<file path="config.mk">
export PLATFORM = sky130hd
export DESIGN_NAME = serial_adder
export DESIGN_NICKNAME = d
export VERILOG_FILES = /design/src/rtl/adder_pkg.sv /design/src/rtl/full_adder.sv /design/src/rtl/serial_adder.sv
export SDC_FILE = /design/constraint.sdc
export NUM_CORES = 1
export LEC_CHECK = 0
export CAP_MARGIN = 15
export CORE_ASPECT_RATIO = 1.25
export CORE_MARGIN = 5
export CORE_UTILIZATION = 30
export CTS_CLUSTER_DIAMETER = 50
export CTS_CLUSTER_SIZE = 20
export DETAILED_ROUTE_END_ITERATION = 16
export PLACE_DENSITY = 0.58
export SYNTH_ARGS = -nofsm -noshare
export SYNTH_HDL_FRONTEND = slang
export SYNTH_SLANG_ARGS = --single-unit
</file>
<file path="constraint.sdc">
create_clock -name clk -period 1.9 [get_ports clk]
set_input_delay 0.38 -clock clk [delete_from_list [all_inputs] [get_ports clk]]
set_output_delay 0.38 -clock clk [all_outputs]
set_load 0.005 [all_outputs]
</file>
<file path="src/rtl/adder_pkg.sv">
// ----------------------------------------------------------------------------
// adder_pkg
//   Shared definitions for the bit-serial adder family.
//   - state_t   : control FSM encoding (IDLE / SHIFT / DONE)
//   - MAX_WIDTH : largest operand width the serial adder is built for
// ----------------------------------------------------------------------------
package adder_pkg;

   typedef enum logic [1:0] {
      IDLE  = 2'd0,
      SHIFT = 2'd1,
      DONE  = 2'd2
   } state_t;

   localparam int MAX_WIDTH = 32;

endpackage

</file>
<file path="src/rtl/full_adder.sv">
// ----------------------------------------------------------------------------
// full_adder
//   Single-bit full adder cell.
//   Ports:
//     sum  (out) : a ^ b ^ c
//     cout (out) : majority(a, b, c)
//     a, b (in)  : operand bits
//     c    (in)  : carry-in bit
// ----------------------------------------------------------------------------
module full_adder (
   output logic sum,
   output logic cout,
   input  logic a,
   input  logic b,
   input  logic c
);

   assign sum  = a ^ b ^ c;
   assign cout = (a & b) | (a & c) | (b & c);

endmodule

</file>
<file path="src/rtl/serial_adder.sv">
// ----------------------------------------------------------------------------
// serial_adder
//   Bit-serial WIDTH-bit adder: {cout,sum} = a + b + cin, computed LSB first
//   over WIDTH clock cycles with one full_adder cell and a carry flop.
//   Ports:
//     clk   (in)        : rising-edge clock
//     rst   (in)        : asynchronous active-high reset
//     start (in)        : request, sampled only while idle
//     a, b  (in, WIDTH) : operands, captured on the accepting edge
//     cin   (in)        : carry-in, captured on the accepting edge
//     busy  (out)       : a request is in progress
//     done  (out)       : one-cycle completion pulse
//     sum   (out, WIDTH): result of the last completed addition
//     cout  (out)       : carry-out of the last completed addition
// ----------------------------------------------------------------------------
module serial_adder
   import adder_pkg::*;
#(
   parameter int WIDTH = 8
) (
   input  logic             clk,
   input  logic             rst,
   input  logic             start,
   input  logic [WIDTH-1:0] a,
   input  logic [WIDTH-1:0] b,
   input  logic             cin,
   output logic             busy,
   output logic             done,
   output logic [WIDTH-1:0] sum,
   output logic             cout
);

   // Counter must hold WIDTH without wrapping after the last shift edge.
   localparam int             CW   = $clog2(WIDTH + 1);
   localparam logic [CW-1:0]  LAST = CW'(WIDTH - 1);

   state_t           state_q, state_d;
   logic [WIDTH-1:0] a_q, a_d;
   logic [WIDTH-1:0] b_q, b_d;
   logic [WIDTH-1:0] psum_q, psum_d;
   logic [WIDTH-1:0] sum_q, sum_d;
   logic             carry_q, carry_d;
   logic             cout_q, cout_d;
   logic             done_q, done_d;
   logic [CW-1:0]    cnt_q, cnt_d;

   logic             fa_sum;
   logic             fa_cout;

   full_adder u_fa (
      .sum  (fa_sum),
      .cout (fa_cout),
      .a    (a_q[0]),
      .b    (b_q[0]),
      .c    (carry_q)
   );

   always_comb begin
      state_d = state_q;
      a_d     = a_q;
      b_d     = b_q;
      psum_d  = psum_q;
      sum_d   = sum_q;
      carry_d = carry_q;
      cout_d  = cout_q;
      cnt_d   = cnt_q;
      done_d  = 1'b0;

      case (state_q)
         IDLE: begin
            if (start) begin
               a_d     = a;
               b_d     = b;
               carry_d = cin;
               psum_d  = '0;
               cnt_d   = '0;
               state_d = SHIFT;
            end
         end

         SHIFT: begin
            // Result bits enter at the MSB so that after WIDTH shifts the
            // first (LSB) result bit has reached bit 0.
            psum_d         = psum_q >> 1;
            psum_d[WIDTH-1] = fa_sum;
            a_d            = a_q >> 1;
            b_d            = b_q >> 1;
            carry_d        = fa_cout;
            cnt_d          = cnt_q + CW'(1);
            if (cnt_q == LAST) begin
               // Publish the fully assembled result only here, so sum/cout
               // never show partial values.
               sum_d   = psum_d;
               cout_d  = fa_cout;
               done_d  = 1'b1;
               state_d = DONE;
            end
         end

         DONE: begin
            state_d = IDLE;
         end

         default: begin
            state_d = IDLE;
         end
      endcase
   end

   always_ff @(posedge clk or posedge rst) begin
      if (rst) begin
         state_q <= IDLE;
         a_q     <= '0;
         b_q     <= '0;
         psum_q  <= '0;
         sum_q   <= '0;
         carry_q <= 1'b0;
         cout_q  <= 1'b0;
         done_q  <= 1'b0;
         cnt_q   <= '0;
      end else begin
         state_q <= state_d;
         a_q     <= a_d;
         b_q     <= b_d;
         psum_q  <= psum_d;
         sum_q   <= sum_d;
         carry_q <= carry_d;
         cout_q  <= cout_d;
         done_q  <= done_d;
         cnt_q   <= cnt_d;
      end
   end

   assign busy = (state_q != IDLE);
   assign done = done_q;
   assign sum  = sum_q;
   assign cout = cout_q;

endmodule

</file>
Word-level counts from Yosys, hierarchy flattened
Index checks and enable logic that the tools add are counted.
{"block": "word_totals", "ff_bits": 41, "input_bits": 20, "output_inout_bits": 11, "word_cells": 42}
{"block": "op_classes", "addsub": 1, "n_eq_ne": 4, "muxes": 15, "n_bitwise": 7, "reduce_logical": 6}
{"operator": "8-bit one-hot mux with 2 select lines", "n": 3}
{"operator": "8-bit two-way mux", "n": 3}
{"operator": "4-bit one-hot mux with 2 select lines", "n": 1}
{"operator": "2-bit AND reduction", "n": 3}
{"operator": "4-bit by 1-bit adder with 4-bit output (second input constant)", "n": 1}
{"operator": "4-bit by 3-bit equality test with 1-bit output (second input constant)", "n": 1}
{"operator": "2-bit two-way mux", "n": 2}
{"operator": "4-bit two-way mux", "n": 1}
{"operator": "2-bit inequality test (second input constant)", "n": 2}
{"operator": "2-bit one-hot mux with 2 select lines", "n": 1}
{"operator": "2-bit nonzero test", "n": 2}
{"operator": "1-bit AND", "n": 3}
{"operator": "1-bit two-way mux", "n": 3}
{"operator": "2-bit by 1-bit equality test with 1-bit output (second input constant)", "n": 1}
{"operator": "2-bit logical NOT", "n": 1}
{"operator": "1-bit OR", "n": 2}
{"operator": "1-bit one-hot mux with 2 select lines", "n": 1}
{"operator": "1-bit XOR", "n": 2}

Logic depth before layout (Yosys ltp)
{"block": "logic_depth", "ltp_word": 4, "ltp_mapped": 5, "depth_no_buf": 4}

Cells and area by module
A second synthesis with hierarchy kept.
{"block": "hier_totals", "hier_cells": 158, "area_unflattened_um2": 1783.0}
{"module": "serial_adder", "n_inst": 1, "cells_each": 157, "area_per_inst_um2": 1762.9, "seq_area_each_um2": 1001.0}
{"module": "full_adder", "n_inst": 1, "cells_each": 1, "area_per_inst_um2": 20.0, "seq_area_each_um2": 0.0}

Worst setup path after synthesis
No wires, ideal clock.
{"block": "synth_timing", "path_kind": "flip-flop to output port", "from": "register state_q[0]", "to": "output port busy", "t_arrival_ns": 1.078, "required_time_ns": 1.520, "path_slack_ns": 0.442, "path_stages_with_launch": 5, "path_buffers": 3, "cell_sequence": "dfrtp_1 > buf_6 > buf_2 > buf_2 > or2_2"}
{"block": "synth_via", "elab_chain_cells": 1}
{"element": "from (decl)", "line_no": "serial_adder.sv:37", "source": "state_t state_q, state_d;"}
{"element": "from (signal assigned)", "line_no": "serial_adder.sv:122", "source": "state_q <= state_d;"}
{"element": "2-bit nonzero test", "line_no": "serial_adder.sv:134", "source": "assign busy = (state_q != IDLE);"}
{"element": "to (decl)", "line_no": "serial_adder.sv:27", "source": "output logic busy,"}
Every way passes these cells.

Final worst setup path
{"block": "layout_timing", "from": "register state_q[1]", "to": "output port busy"}
The elaborated chain is that of the path after synthesis.

==> metrics.cfg <==
[route]
dr.pass1.iters=4
wl_mm=3.47
wl_per_cell_um=13.2
viasPerCell=4.80
vias=1258
ant_nets=0
first_iter_violations=37
drcViolationCount=0

[timing]
finClkSkew_ns=0.00714
timing.hold.ws_ns=0.485
rsz0062_at_grt=no
setup_viol=0
slew_viol_final=0
hold_violations=0
min_period_ns=1.82
timing.fmax_ghz=0.550
relSlewSlack_pct=55.8
finalWorstSetupSlack_ns=0.0834
setup-tns-final_ns=0
tightest_slew_ns=0.662
post-route-period-util_pct=95.6

[logic_synthesis]
yosys_warnings=0
syn-num-nets=180
synth_area_mm2=0.00178
synthDistinctLibCells=25
synthesis.area_per_instance_um2=11.3
ys_seq_area_share_pct=56.2
netlist_instances=158
ys_seq_elements=40

[placement]
place_ws_ns=0.172
portBuffers=30
gp_congestion=0.773
dp_hpwl_mm=2.37

[pwr]
pwr_density_cell_mw_per_mm2=1480
seqPwrFrac_pct=41.6
pwr-share-clk_pct=20.3
peakVddDrop_mv=0.545
combPwrFrac_pct=38.0
switchingPower_mw=1.09
leakagePower_nw=1.06
swShare_pct=32.1
p_int_mw=2.31
total_power_mw=3.41

[clock_tree]
cts-root-buf=clkbuf_8
cts_buffers=5
insertion_delay_ns=0.29
hold_buffers=0
cts_resized=0
cts.sinks=40
clock_path_buffers=2
clkSlewWorstSetupHoldPaths_ns=0.08
postCtsSetupBuffers=1
cts_tree=yes
htreeDepth=2

[setup_path]
max_stage_delay_ns=0.45
required_ns=1.52
cp.arrival_ns=1.44
crit_path_start=state_q[1]
slowest_stage=clkdlybuf4s50_1
crit_type=flop to output pin
crit_family=buffers and inverters
worst-path-max-fanout=3
worstPathCellList=or2_2 > clkdlybuf4s50_1
cp-start-kind=flop
endpoint_kind=output pin
regToRegStartpoint=cnt_q[0]
critPathBufInv=1

[final_layout]
nFillCells=564
layout_commonest_cell=dfrtp_1
area_delta_synth_final_pct=29.3
fin_nets=217
antenna_cells=0
drive_gt1_share_pct=17.3
layout_common_cells=dfrtp_1 (40), clkdlybuf4s50_1 (30), a21oi_1 (18), o21ai_0 (18), nand2_1 (17)

[floorplanning]
die_y_um=96.2
coreArea_mm2=0.00578
rows=31
start_util_pct=30.8
dieWidth_um=78.9
dieArea_mm2=0.00759
pin_count=31

[global_routing]
grt_max_degree=41
grt_pass1_vias=1306
grt_antenna_before_repair=0
grt_pass1_wl_mm=6.10
gr-total-overflow=0
track_usage_pct=10.2

[status]
status=finished, final reports clean

[job]
drv_cap=0

[worst_hold_path]
min-delay-start=b_q[3]
min_path_type=flop to flop

[registers in the layout, summed over array words and instances (netlist names)]
| signal | cells |
|---|---|
| psum_q | 7 |
| done | 1 |
| state_q | 2 |
| sum | 8 |
| carry_q | 1 |
| cout | 1 |
| cnt_q | 4 |
| b_q | 8 |
| a_q | 8 |
[Yosys cell counts (all sizes together)]
master	n	area share [%]
dfrtp	40	56
a21oi	18	5.1
o21ai	18	5.1
nand2	17	3.6
and3b	13	6.5
mux2	10	6.3
a22o	9	4.4
buf	6	2.0
nor2b	6	2.1
clkbuf	5	1.1
a22oi	3	1.3
nor2	2	0.42
nor3	2	1.2
and2	1	0.35
fa	1	1.1
ha	1	0.70
inv	1	0.21
nand2b	1	0.77
nand3	1	0.28
o21bai	1	0.63
o31ai	1	0.42
or2	1	0.35
[routing by layer]
layer  share of wire (%)  global-route usage (%)
met1                  46                    12.5
met2                  48                    17.1
met3                 5.2                    3.09
met4                0.75                    3.44
met5                   0                       0
[worst paths after layout]
kind / to / slack [ns] / depth (start not counted)
max: busy / 0.08 / 2
min: b_q[3] / 0.48 / 2
max reg2reg: sum[6] / 0.22 / 4
min reg2reg: b_q[3] / 0.48 / 2
max in group asynchronous: cout / 1.05 / 3
min in group asynchronous: psum_q[6] / 0.51 / 3
[cells by family (layout without fill, tap and decap cells)]
| logic type | Yosys count | after routing | synth area share [%] |
|---|---|---|---|
| buffers and inverters | 12 | 50 | 3.30 |
| adders and majority gates | 2 | 2 | 1.83 |
| and+or+nand+nor | 44 | 44 | 15.5 |
| muxes | 10 | 10 | 6.32 |
| AOI/OAI and AO/OA | 50 | 50 | 16.9 |
| DFF | 40 | 40 | 56.2 |
[layout make-up]
cell class                      instances  area (um2)  share of cell area, %
Timing Repair Buffer                   41         383                   16.6
Clock inverter                          3        42.5                   1.85
Multi-Input combinational cell        106         722                   31.3
Inverter                                1        3.75                  0.163
Sequential cell                        40        1000                   43.5
Tap cell                               66        82.6                   3.59
Clock buffer                            5        68.8                   2.99
[per-stage QoR]
stage | std cells | cell area [um2] | util [%]
2_1_floorplan | 158 | 1780 | -
3_3_place_gp | 251 | 2170 | 37.5
3_5_place_dp | 251 | 2170 | 37.5
4_1_cts | 260 | 2290 | 39.6
5_1_grt | 262 | 2300 | 39.9
6_report | 262 | 2300 | 39.9
[worst min-delay path, cell delays in order, from the launching register on]
cell     delay, ns
dfrtp_1       0.35
nand2_1       0.04
o21ai_0       0.06
[power groups by stage]
stage,Combinational [mW],Clock [mW],Sequential [mW]
finish,1.30,0.692,1.42
global route,1.47,0.743,1.47
CTS,1.32,0.710,1.43
detailed placement,1.29,0,1.45
global placement,1.27,0,1.45
floorplan,0.876,0,1.39
No activity file was read; power rests on OpenSTA's default activity.
